$ cat config.mk
export PLATFORM = sky130hd
export DESIGN_NAME = psw_unit
export DESIGN_NICKNAME = d
export VERILOG_FILES = /design/src/rtl/psw_unit.sv
export SDC_FILE = /design/constraint.sdc
export NUM_CORES = 1
export LEC_CHECK = 0
export CORE_MARGIN = 2
export CORE_UTILIZATION = 50
export DETAILED_ROUTE_END_ITERATION = 6
export PLACE_DENSITY = 0.79
export SETUP_SLACK_MARGIN = 0.02
export SLEW_MARGIN = 20
export SYNTH_ARGS = -nofsm -noshare
export SYNTH_HDL_FRONTEND = slang
export SYNTH_SLANG_ARGS = --single-unit
$ cat constraint.sdc
create_clock -name clk -period 3.7 [get_ports clk]
set_input_delay 0.74 -clock clk [delete_from_list [all_inputs] [get_ports clk]]
set_output_delay 0.74 -clock clk [all_outputs]
set_load 0.01 [all_outputs]
$ cat src/rtl/psw_unit.sv
// psw_unit: processor status word register with flag update paths
// (ALU merge, SETCC/CLRCC) and a 4-deep shadow stack used to save and
// restore the PSW across exception entry and return.
module psw_unit (
    input  logic        clk,
    input  logic        rst,
    input  logic        alu_valid,
    input  logic [15:0] alu_psw,
    input  logic [15:0] alu_msk,
    input  logic        cc_valid,
    input  logic        cc_set,
    input  logic [4:0]  cc_bits,
    input  logic        exc_entry,
    input  logic [2:0]  exc_pri,
    input  logic        exc_return,
    output logic [15:0] psw,
    output logic        carry_in,
    output logic        busy,
    output logic [2:0]  depth,
    output logic        stack_ovf,
    output logic        stack_unf
);

    typedef enum logic [1:0] {
        ST_IDLE   = 2'd0,
        ST_PUSH   = 2'd1,
        ST_UPDATE = 2'd2,
        ST_POP    = 2'd3
    } state_t;

    // Merge new flag values into the current flags under a per-bit mask.
    function automatic logic [4:0] f_merge_flags(input logic [4:0] cur,
                                                 input logic [4:0] val,
                                                 input logic [4:0] msk);
        return (cur & ~msk) | (val & msk);
    endfunction

    // Force the reserved field to zero whatever the write source is.
    function automatic logic [15:0] f_clean_psw(input logic [15:0] p);
        return {p[15:13], 4'b0000, p[8:0]};
    endfunction

    state_t      r_state;
    state_t      w_next_state;
    logic [15:0] r_psw;
    logic [15:0] w_psw_next;
    logic [2:0]  r_depth;
    logic [2:0]  w_depth_next;
    logic [2:0]  r_pri;
    logic [2:0]  w_pri_next;
    logic        r_full;
    logic        w_full_next;
    logic        r_ovf;
    logic        w_ovf_next;
    logic        r_unf;
    logic        w_unf_next;
    logic        r_busy;
    logic        w_push_we;
    logic [1:0]  w_push_idx;
    logic [1:0]  w_pop_idx;
    logic [15:0] r_stack [0:3];
    logic        w_unused;

    // Only the flag bits of the ALU value and mask take part in the update.
    assign w_unused   = ^{alu_psw[15:5], alu_msk[15:5]};
    assign w_push_idx = r_depth[1:0];
    assign w_pop_idx  = r_depth[1:0] - 2'd1;

    // Next-state and next-value logic for the PSW controller.
    always_comb begin
        w_next_state = r_state;
        w_psw_next   = r_psw;
        w_depth_next = r_depth;
        w_pri_next   = r_pri;
        w_full_next  = r_full;
        w_ovf_next   = r_ovf;
        w_unf_next   = r_unf;
        w_push_we    = 1'b0;
        case (r_state)
            ST_IDLE: begin
                if (exc_entry) begin
                    // Priority is captured now; the requester may drop it.
                    w_next_state = ST_PUSH;
                    w_pri_next   = exc_pri;
                end else if (exc_return) begin
                    w_next_state = ST_POP;
                end else if (cc_valid) begin
                    if (cc_set) begin
                        w_psw_next = {r_psw[15:5], r_psw[4:0] | cc_bits};
                    end else begin
                        w_psw_next = {r_psw[15:5], r_psw[4:0] & ~cc_bits};
                    end
                end else if (alu_valid) begin
                    w_psw_next = {r_psw[15:5],
                                  f_merge_flags(r_psw[4:0], alu_psw[4:0], alu_msk[4:0])};
                end else begin
                    w_next_state = ST_IDLE;
                end
            end
            ST_PUSH: begin
                if (r_depth[2]) begin
                    // Stack already holds four entries: flag it, keep contents.
                    w_ovf_next  = 1'b1;
                    w_full_next = 1'b1;
                end else begin
                    w_push_we    = 1'b1;
                    w_depth_next = r_depth + 3'd1;
                    w_full_next  = 1'b0;
                end
                w_next_state = ST_UPDATE;
            end
            ST_UPDATE: begin
                // Old current priority becomes previous priority; flags clear.
                w_psw_next   = f_clean_psw({r_psw[7:5], 4'b0000, r_psw[8] | r_full,
                                            r_pri, 5'b00000});
                w_full_next  = 1'b0;
                w_next_state = ST_IDLE;
            end
            ST_POP: begin
                if (r_depth == 3'd0) begin
                    w_unf_next = 1'b1;
                end else begin
                    w_psw_next   = f_clean_psw(r_stack[w_pop_idx]);
                    w_depth_next = r_depth - 3'd1;
                end
                w_next_state = ST_IDLE;
            end
            default: begin
                w_next_state = ST_IDLE;
            end
        endcase
    end

    // Controller registers; async reset discards any in-flight request.
    always_ff @(posedge clk or posedge rst) begin
        if (rst) begin
            r_state <= ST_IDLE;
            r_psw   <= 16'h0000;
            r_depth <= 3'd0;
            r_pri   <= 3'd0;
            r_full  <= 1'b0;
            r_ovf   <= 1'b0;
            r_unf   <= 1'b0;
            r_busy  <= 1'b0;
        end else begin
            r_state <= w_next_state;
            r_psw   <= f_clean_psw(w_psw_next);
            r_depth <= w_depth_next;
            r_pri   <= w_pri_next;
            r_full  <= w_full_next;
            r_ovf   <= w_ovf_next;
            r_unf   <= w_unf_next;
            r_busy  <= (w_next_state != ST_IDLE);
        end
    end

    // Shadow stack storage; contents are don't-care after reset.
    always_ff @(posedge clk) begin
        if (w_push_we) begin
            r_stack[w_push_idx] <= r_psw;
        end
    end

    assign psw       = r_psw;
    assign carry_in  = r_psw[0];
    assign busy      = r_busy;
    assign depth     = r_depth;
    assign stack_ovf = r_ovf;
    assign stack_unf = r_unf;

endmodule

Word level (Yosys, flattened, before mapping)
Memory sizes are Yosys's and may differ from the RTL's. Index checks and enable logic that the tools add are counted.

Bits in registers: 24. Bits in latches: 0. Bits in writable memories: 48. ROM bits: 0. Input port bits: 47. Output and inout port bits: 23. Logic and storage cells: 67. Memories kept: 1.

Add/subtract/negate cells: 3. $mul: 0. Div/mod/pow operators: 0. Order comparisons: 0. Eq/ne operators: 8. Shift operators: 0. Muxes and demuxes: 21. Bitwise gates (word level): 9. Reductions and logical operators: 15.

Memory list: r_stack (words 4, bits a word 12, rd ports 1, clocked after memory_dff 0, wr ports 1, line 61) `logic [15:0] r_stack [0:3];`.

Operators by type and width (number): $mux W16 (4); $pmux W16 S3 (1); $and A5 B5 Y5 (3); $mux W5 (2); $not A5 Y5 (2); $or A5 B5 Y5 (2); $mux W2 (4); $ne A2 B2 Y1 const B (4); $reduce_and A2 Y1 (4); $reduce_bool A2 Y1 (4); $mux W3 (2); $pmux W2 S3 (1); $pmux W3 S2 (1); $reduce_and A3 Y1 (2); $mux W1 (5); $reduce_and A5 Y1 (1); $eq A2 B2 Y1 const B (2); $add A3 B1 Y3 const B (1); $logic_not A3 Y1 (1); $ne A3 B3 Y1 const B (1); $reduce_bool A3 Y1 (1); $sub A3 B1 Y3 const B (1); $eq A2 B1 Y1 const B (1); $logic_not A2 Y1 (1); other kinds (5) (5).

Longest topological paths before layout
Gate-level depths: netlist of run 1.

Word-level depth: 8. Depth in mapped cells: 9. Mapped depth without buffers: 6.

Worst setup path after synthesis of run 1
OpenSTA, ideal clock, no wires.

Kind: flip-flop to flip-flop. Start: register r_depth[0], in the netlist depth[0]. End: register (tool-made name). Data arrival time: 1891 ps. Setup slack: 1683 ps. Stages on the path, launching flop included: 9. Cells stage by stage: dfrtp_1 buf_6 buf_12 inv_1 ha_1 buf_2 mux4_2 a22oi_1 a21oi_1.

RTL lines: start, declared (line 47) `logic [2:0] r_depth;`; start signal, assigned (line 148) `r_depth <= w_depth_next;`.

Worst setup path in the final report of run 1
Start: register r_state[0]. End: register r_psw[8], in the netlist psw[8].

Cells in the longest elaborated chain, start to end: 3.

Ends and longest elaborated chain: start, declared (line 43) `state_t r_state;`; start signal, assigned (line 146) `r_state <= w_next_state;`; $eq A2 B2 Y1 / $logic_not A2 Y1 (equally long branches) (line 79) `case (r_state)`; $ne A2 B2 Y1 (no line), or another cell as far along; $reduce_and A3 Y1 (no line); end signal, assigned (line 147) `r_psw <= f_clean_psw(w_psw_next);`; end, declared (line 45) `logic [15:0] r_psw;`.

Several ways; a longest one is shown, not always the timed one. A chain may end at the register's enable or synchronous reset.

==> impl_metrics.yaml, run 1 <==
yosys:
  synth.largest_area_cell: "edfxtp_1"
  synthTopCellsByArea: "edfxtp_1 45%, dfrtp_1 19%, mux4_2 6.3%, ha_1 3.5%, a21oi_1 2.6%"
  netlist_area_um2: 3227
  ys.flop_type: "edfxtp_1"
  avgSynthCellArea_um2: 14.87
  ys_warn_count: 0
  synth_async_sr_flop_share: 0.3333
  ys_types: 38
  ys_seq_area_frac: 0.6328
  synth_edf_count: 48
  ys_ff_latch: 72
  syn_inst: 217
  synth_top_area_frac: 0.4467
die:
  start_util: 0.5141
  die_y_um: 84.34
  ios: 70
  die_area_um2: 7112
  row_count: 29
  chipWidth_um: 84.34
  core_area_um2: 6277
sta:
  rsz0062_at_grt: "false"
  fmax_mhz: 367.1
  worst_pin_slew_ns: 0.9775
  hold_viol: 0
  timing.slew.headroom: 0.3484
  finClkSkew_ns: 0.008946
  period_minus_slack_ns: 2.724
  tns_ns: 0
  setup_viol: 0
  post-route-period-util: 0.7362
  drv_slew: 0
critical_path:
  crit_path_end_kind: "flip-flop"
  path_cells: "ha_1 > nor2_1 > a311oi_2 > a21oi_1 > a31oi_1"
  cp_max_fo: 21
  cpPeakStageDelay_ns: 0.87
  crit_buf_inv: 0
  path_delay_family: "compound AO/OA/AOI/OAI gates"
  cp-start-kind: "flip-flop"
  worstSetupPathType: "flip-flop to flip-flop"
  cpMaxStageDelayCell: "a311oi_2"
  crit_arrival_ns: 3.00
  cp.required_ns: 3.97
cts:
  cts_inserted_buffers: 9
  clock-sinks: 72
  clk_pin_slew_ns: 0.07
  hold_buffers: 0
  cts_tree: "yes"
  clockBufferDepth: 2
  clk_latency_ns: 0.36
  cts_setup_buffers: 0
  h-tree-depth: 3
  cts_root_buf: "clkbuf_8"
  cts_resized: 0
run:
  drv_cap: 0
pwr:
  ir_drop_uv: 503.7
  powerDensity_nw_per_um2: 787.7
  power.leakage_uw: 0.001442
place:
  dp_hpwl_um: 4079
  portBuffers: 43
  dp.cells: 326
  gp_congestion: 0.8013
cells_and_area:
  multiInputGateArea_um2: 1039
  finalNetCount: 316
  antenna_cells: 0
  final_common_cell: "edfxtp_1"
  syn2layout_area_growth_pct: 20.32
  drive_gt1_frac: 0.1283
  final_cells: 342
  fill_cells: 473
  layout_common_cells: "48 x edfxtp_1, 43 x clkdlybuf4s50_1, 24 x dfrtp_1, 17 x a21oi_1"
  seqCellArea_um2: 2042
global_routing:
  antenna_found_initial: 0
  grt_max_degree: 25
  grt_overflow: 0
  grt_pass1_wl_um: 9591
  globalRouteTotalUtil: 0.1804
  grt_pass1_vias: 1902
route:
  antenna_left: 0
  drc: 0
  vias_per_cell: 5.725
  dr.pass1.iters: 4
  wirelength_met1_um: 2495
  dr_wl_met2_um: 3060
  dr.max_layer_used: "met4"
  drt-total-wl_um: 5994
  vias: 1958
  drtIter0Drc: 236
  wl_met3_um: 343
  wire_per_inst_um: 17.53
status:
  status: "finished, final reports clean"
min_path:
  min_path_type: "flip-flop to flip-flop"
-- metal layers --
layer	GRT usage	vias to the layer above
li1	-	913
met1	0.2431	961
met2	0.2864	74
met3	0.04425	10
met4	0.07215	0
met5	0	-
-- flip-flops by register name, summed over array words and instances (netlist names), named ones only --
name,cells
busy,1
r_pri,3
stack_unf,1
r_stack,48
psw,7
r_state,2
depth,3
stack_ovf,1
r_full,1
-- cell families (layout without fill, tap and decap cells) --
family	count (synthesis)	in the layout	synth area share
buf+inv	27	72	0.04885
flops	72	72	0.6328
mux	21	21	0.1167
compound gates	54	54	0.1062
fa+ha+maj	9	9	0.03490
simple gates	32	32	0.05661
other cells	1	4	0.001162
xor+xnor	1	1	0.002715
-- cell type report --
cell class,count,share of cell area
Clock buffer,9,0.03190
Inverter,11,0.01063
Sequential cell,72,0.5259
Multi-Input combinational cell,121,0.2675
Timing Repair Buffer,45,0.1147
Clock inverter,7,0.02449
Tap cell,77,0.02481
-- worst register-to-register path, cell delays in order (launching register included) --
cell	delay (ns)
dfrtp_1	0.40
ha_1	0.67
nor2_1	0.38
a311oi_2	0.87
a21oi_1	0.15
a31oi_1	0.18
-- stage by stage --
stage	setup WS [ns]	cell area, µm²	hold slack [ns]	util	total power (µW)
2_1_floorplan	1.683	3238	0.4797	-	2005
3_3_place_gp	1.118	3664	0.4537	0.5836	2347
3_5_place_dp	1.024	3664	0.4597	0.5836	2392
4_1_cts	1.009	3882	0.4833	0.6185	3062
5_1_grt	0.7808	3882	0.5057	0.6185	3230
6_report	0.9759	3882	0.4797	0.6185	3058
-- Yosys cell counts, types with 2 or more instances --
| cell type | n |
|---|---|
| nor4bb_1 | 5 |
| buf_2 | 5 |
| mux2i_1 | 5 |
| nor2_1 | 11 |
| nor2b_1 | 3 |
| o21ai_0 | 7 |
| and2_1 | 4 |
| a21oi_1 | 17 |
| inv_1 | 11 |
| nand2_1 | 3 |
| nand2b_1 | 2 |
| dfrtp_1 | 24 |
| a31oi_1 | 11 |
| mux4_2 | 9 |
| edfxtp_1 | 48 |
| mux4_1 | 3 |
| a22oi_1 | 11 |
| mux2_2 | 4 |
| buf_4 | 7 |
| ha_1 | 9 |
-- final timing paths --
path | startpoint | slack (ns) | depth (start not counted) | endpoint
worst max-delay path | r_state[0]$_DFF_PP0_ | 0.98 | 5 | psw[8]$_DFFE_PP0P_
worst min-delay path | stack_ovf$_DFFE_PP0P_ | 0.48 | 1 | stack_ovf$_DFFE_PP0P_
worst max register to register | r_state[0]$_DFF_PP0_ | 0.98 | 5 | psw[8]$_DFFE_PP0P_
worst min register to register | stack_ovf$_DFFE_PP0P_ | 0.48 | 1 | stack_ovf$_DFFE_PP0P_
max in group asynchronous | rst | 2.51 | 2 | asynchronous set/reset pin
min in group asynchronous | rst | 0.77 | 2 | depth[2]$_DFFE_PP0P_
-- where the power goes --
group | leakage, µW | internal, µW | switching (µW) | total [µW]
Combinational | 0.000624 | 573 | 580 | 1150
Clock | 0.000110 | 380 | 295 | 675
Sequential | 0.000709 | 1070 | 158 | 1230
Total | 0.00144 | 2030 | 1030 | 3060
Power figures use the tool's default switching activity.
==> inputs of run 2 (changes only) <==
CORE_UTILIZATION = 46   (was 50)
PLACE_DENSITY = 0.76   (was 0.79)
clock period = 2.44 ns   (was 3.7 ns; I/O delays follow)
==> run 2 against run 1 <==
  * Flip-flop and latch count unchanged
  * Count of clock-buffer cells in the layout unchanged
  * Global-route usage decreased by 0.30 points
  * Die area increased by 8.3%
  * Sequential power increased by 52%
  * Register-to-register slack got worse by 0.70 ns
  * Utilization decreased by 3.3 points
  * Largest cell class unchanged
  * Largest power group unchanged
  * Highest routed layer unchanged
==> impl_metrics.yaml, run 2 (synthesized netlist as in run 1, its figures left out) <==
status:
  status: "finished, final reports clean"
place:
  dp_hpwl_um: 4330
  gp_congestion: 0.8070
  portBuffers: 43
cts:
  cts_setup_buffers: 0
  clk_latency_ns: 0.35
  h-tree-depth: 3
  cts_inserted_buffers: 9
  cts_root_buf: "clkbuf_8"
  clk_pin_slew_ns: 0.08
  cts_resized: 0
  hold_buffers: 0
  clock-sinks: 72
  cts_tree: "yes"
  clockBufferDepth: 2
critical_path:
  cpPeakStageDelay_ns: 0.56
  cpMaxStageDelayCell: "ha_1"
  r2r_slack_ns: 0.28
  crit_arrival_ns: 2.39
  cp_max_fo: 10
  path_cells: "inv_1 > ha_1 > buf_4 > mux4_2 > a22oi_1 > a21oi_1"
  cp-start-kind: "flip-flop"
  crit_path_end_kind: "flip-flop"
  cp.required_ns: 2.67
  worstSetupPathType: "flip-flop to flip-flop"
pwr:
  p_int_uw: 3128
  power_frac_seq: 0.398
  power_switching_share: 0.3346
  powerDensity_nw_per_um2: 1183
  p_clk_frac: 0.217
  ir_drop_uv: 697.9
  combPwrFrac: 0.385
  power.leakage_uw: 0.001495
  fin_total_pwr_uw: 4701
  p_switching_uw: 1573
global_routing:
  grt_pass1_wl_um: 9949
  grt_pass1_vias: 1934
  grt_overflow: 0
  globalRouteTotalUtil: 0.1775
  antenna_found_initial: 0
  grt_max_degree: 25
route:
  vias_per_cell: 5.432
  vias: 2010
  drt-total-wl_um: 6274
  drc: 0
  antenna_left: 0
  dr.pass1.iters: 4
  drtIter0Drc: 132
  wire_per_inst_um: 16.96
die:
  row_count: 30
  core_area_um2: 6794
  chipWidth_um: 87.76
  start_util: 0.4750
  die_area_um2: 7701
  die_y_um: 87.76
  ios: 70
cells_and_area:
  fill_cells: 545
  final_common_cell: "edfxtp_1"
  layout_common_cells: "48 x edfxtp_1, 43 x clkdlybuf4s50_1, 24 x dfrtp_1, 17 x a21oi_1"
  antenna_cells: 0
  finalNetCount: 325
  top_register: "r_stack"
  syn2layout_area_growth_pct: 23.19
  largest_reg_flops: 48
  drive_gt1_frac: 0.1569
sta:
  post-route-period-util: 0.8862
  rsz0062_at_grt: "false"
  timing.slew.headroom: 0.5653
  tns_ns: 0
  drv_slew: 0
  holdWs_ns: 0.4714
  finClkSkew_ns: 0.01127
  worst_pin_slew_ns: 0.6521
  fmax_mhz: 462.5
  setup_viol: 0
  hold_viol: 0
  period_minus_slack_ns: 2.162
run:
  drv_cap: 0
min_path:
  min_path_type: "primary input to asynchronous set/reset pin"
==> run 2: changes by cell type in the layout (fill, tap and decap cells not counted) <==
cell and delta:
clkinv_1 -1, inv_6 -1, clkinvlp_4 -1, inv_1 +1, clkinv_4 +2, buf_4 +9
==> run 2: final timing paths <==
check,cells after the start,endpoint,start
max in group asynchronous,3,asynchronous set/reset pin,rst
hold / removal,3,r_pri[2]$_DFFE_PP0P_,rst
min in group clk,1,stack_ovf$_DFFE_PP0P_,stack_ovf$_DFFE_PP0P_
setup / recovery,6,psw[6]$_DFFE_PP0P_,depth[1]$_DFFE_PP0P_
hold reg to reg,1,stack_ovf$_DFFE_PP0P_,stack_ovf$_DFFE_PP0P_
setup reg to reg,6,psw[6]$_DFFE_PP0P_,depth[1]$_DFFE_PP0P_
==> run 2: layout make-up <==
class                   instances  area (µm²)  share of cell area
inverters                      11       41.29             0.01039
clock inverters                 7       96.34             0.02424
well taps                      96       120.1             0.03022
repair buffers                 54       513.0              0.1291
clock buffers                   9       123.9             0.03116
flip-flops and latches         72        2042              0.5137
multi-input cells             121        1039              0.2613
==> run 2: power groups by stage <==
stage	Combinational (µW)	Clock, µW	Sequential (µW)
after floorplan	1160	0	1880
after global placement	1770	0	1870
after detailed placement	1790	0	1890
after CTS	1810	1030	1870
after global routing	1970	1080	1910
final	1810	1020	1870
==> run 2: routing by layer <==
layer  wire length (µm)  part of all wire  vias up  global-route usage
met5                  0                 0        -                   0
met2               3180              0.51       65              0.2872
met1               2715              0.43     1004              0.2341
met4                106             0.017        0             0.08531
met3                272             0.043       11             0.03110
li1                   -                 -      930                   -
==> run 2: stage by stage <==
stage / cells / worst slack [ns] / cell area [µm²] / utilization
2_1_floorplan: 220 / 0.4227 / 3238 / -
3_3_place_gp: 354 / 0.3873 / 3755 / 0.5527
3_5_place_dp: 354 / 0.3269 / 3755 / 0.5527
4_1_cts: 370 / 0.2899 / 3975 / 0.5851
5_1_grt: 370 / 0.1749 / 3975 / 0.5851
6_report: 370 / 0.2776 / 3975 / 0.5851
==> run 2: critical path: cells and delay by family (launching register included) <==
kind / cells / cell delay [ns]
mux: 1 / 0.32
fa+ha+maj: 1 / 0.56
flops: 1 / 0.47
buf+inv: 2 / 0.35
compound gates: 2 / 0.36
==> inputs of run 3 (changes only) <==
MAX_ROUTING_LAYER = met4   (was not set)
==> run 3 against run 2 <==
  * Clock skew decreased by 0.00082 ns
  * Via count shrank 0.80%
  * Total power is 0.18% lower
  * Critical path type unchanged
  * Global-route usage grew 0.59 points
==> impl_metrics.yaml, run 3 (synthesized netlist as in run 1, its figures left out) <==
cts:
  clockBufferDepth: 2
  cts_root_buf: "clkbuf_8"
  hold_buffers: 0
  clock-sinks: 72
  clk_latency_ns: 0.35
  h-tree-depth: 3
  cts_setup_buffers: 0
  cts_inserted_buffers: 9
  cts_tree: "yes"
  clk_pin_slew_ns: 0.08
  cts_resized: 0
route:
  drt-total-wl_um: 6197
  wire_per_inst_um: 16.75
  vias_per_cell: 5.389
  antenna_left: 0
  dr.pass1.iters: 4
  vias: 1994
  drtIter0Drc: 148
  drc: 0
critical_path:
  startpoint: "depth[1]$_DFFE_PP0P_"
  crit_buf_inv: 2
  crit_path_end_kind: "flip-flop"
  worstSetupPathType: "flip-flop to flip-flop"
  cp_max_fo: 10
  path_cells: "inv_1 > ha_1 > buf_4 > mux4_2 > a22oi_1 > a21oi_1"
  timing.rr.start: "depth[1]$_DFFE_PP0P_"
  path_delay_family: "adder cells"
  cp.required_ns: 2.67
  cp-start-kind: "flip-flop"
  cpPeakStageDelay_ns: 0.56
  cpMaxStageDelayCell: "ha_1"
  crit_arrival_ns: 2.38
global_routing:
  grt_max_degree: 25
  antenna_found_initial: 0
  grt_pass1_wl_um: 9929
  grt_overflow: 0
  globalRouteTotalUtil: 0.1834
  grt_pass1_vias: 1934
die:
  chipWidth_um: 87.76
  start_util: 0.4750
  die_y_um: 87.76
  core_area_um2: 6794
  die_area_um2: 7701
  ios: 70
  row_count: 30
cells_and_area:
  top_register: "r_stack"
  drive_gt1_frac: 0.1569
  multiInputGateArea_um2: 1039
  final_common_cell: "edfxtp_1"
  largest_reg_flops: 48
  layout_common_cells: "48 x edfxtp_1, 43 x clkdlybuf4s50_1, 24 x dfrtp_1, 17 x a21oi_1"
  final_core_util: 0.5851
  fill_cells: 545
  antenna_cells: 0
  seqCellArea_um2: 2042
  finalNetCount: 325
  syn2layout_area_growth_pct: 23.19
min_path:
  min_path_type: "primary input to asynchronous set/reset pin"
place:
  dp_hpwl_um: 4330
  portBuffers: 43
  pre_cts_ws_ns: 0.3269
  gp_congestion: 0.8188
sta:
  fin_ws_ns: 0.2909
  finClkSkew_ns: 0.01045
  hold_viol: 0
  post-route-period-util: 0.8808
  worst_pin_slew_ns: 0.6594
  tns_ns: 0
  setup_viol: 0
  fmax_mhz: 465.3
  drv_slew: 0
  period_minus_slack_ns: 2.149
  timing.slew.headroom: 0.5604
  rsz0062_at_grt: "false"
run:
  drv_cap: 0
pwr:
  powerDensity_nw_per_um2: 1180
  ir_drop_uv: 690.7
  power.leakage_uw: 0.001495
  fin_total_pwr_uw: 4692
status:
  status: "finished, final reports clean"
## run 3: cell counts in the layout (fill, tap and decap cells not counted)
Identical to the previous run, type by type.
## run 3: cell type report
type / count / area share
flip-flops and latches: 72 / 0.5137
multi-input cells: 121 / 0.2613
inverters: 11 / 0.01039
clock inverters: 7 / 0.02424
clock buffers: 9 / 0.03116
repair buffers: 54 / 0.1291
well taps: 96 / 0.03022
## run 3: worst register-to-register path: stages, from the launching register on
cell and delay (ns):
dfrtp_1 0.47, inv_1 0.12, ha_1 0.56, buf_4 0.23, mux4_2 0.32, a22oi_1 0.22
a21oi_1 0.12
## run 3: power breakdown
group	internal, µW	switching, µW
Sequential	1630	244
Combinational	926	880
Clock	576	441
## run 3: path summary, 6_finish.rpt
check / to / slack (ns) / cells past startpoint
min reg2reg: stack_ovf$_DFFE_PP0P_ / 0.49 / 1
min in group clk: stack_ovf$_DFFE_PP0P_ / 0.49 / 1
max: psw[6]$_DFFE_PP0P_ / 0.29 / 6
min: r_pri[2]$_DFFE_PP0P_ / 0.47 / 3
max reg2reg: psw[6]$_DFFE_PP0P_ / 0.29 / 6
max in group asynchronous: asynchronous set/reset pin / 1.72 / 3
## run 3: per-stage QoR
stage / cell area [µm²] / std cells / hold slack (ns)
finish: 3975 / 370 / 0.4729
detailed placement: 3755 / 354 / 0.4540
CTS: 3975 / 370 / 0.4750
global placement: 3755 / 354 / 0.4682
floorplan: 3238 / 220 / 0.4797
global route: 3975 / 370 / 0.4986
## run 3: metal layers
metal,part of all wire,track usage,vias to the layer above
li1,-,-,929
met4,0.016,0.08531,0
met5,0,-,-
met1,0.42,0.2322,987
met2,0.51,0.2879,70
met3,0.056,0.03393,8
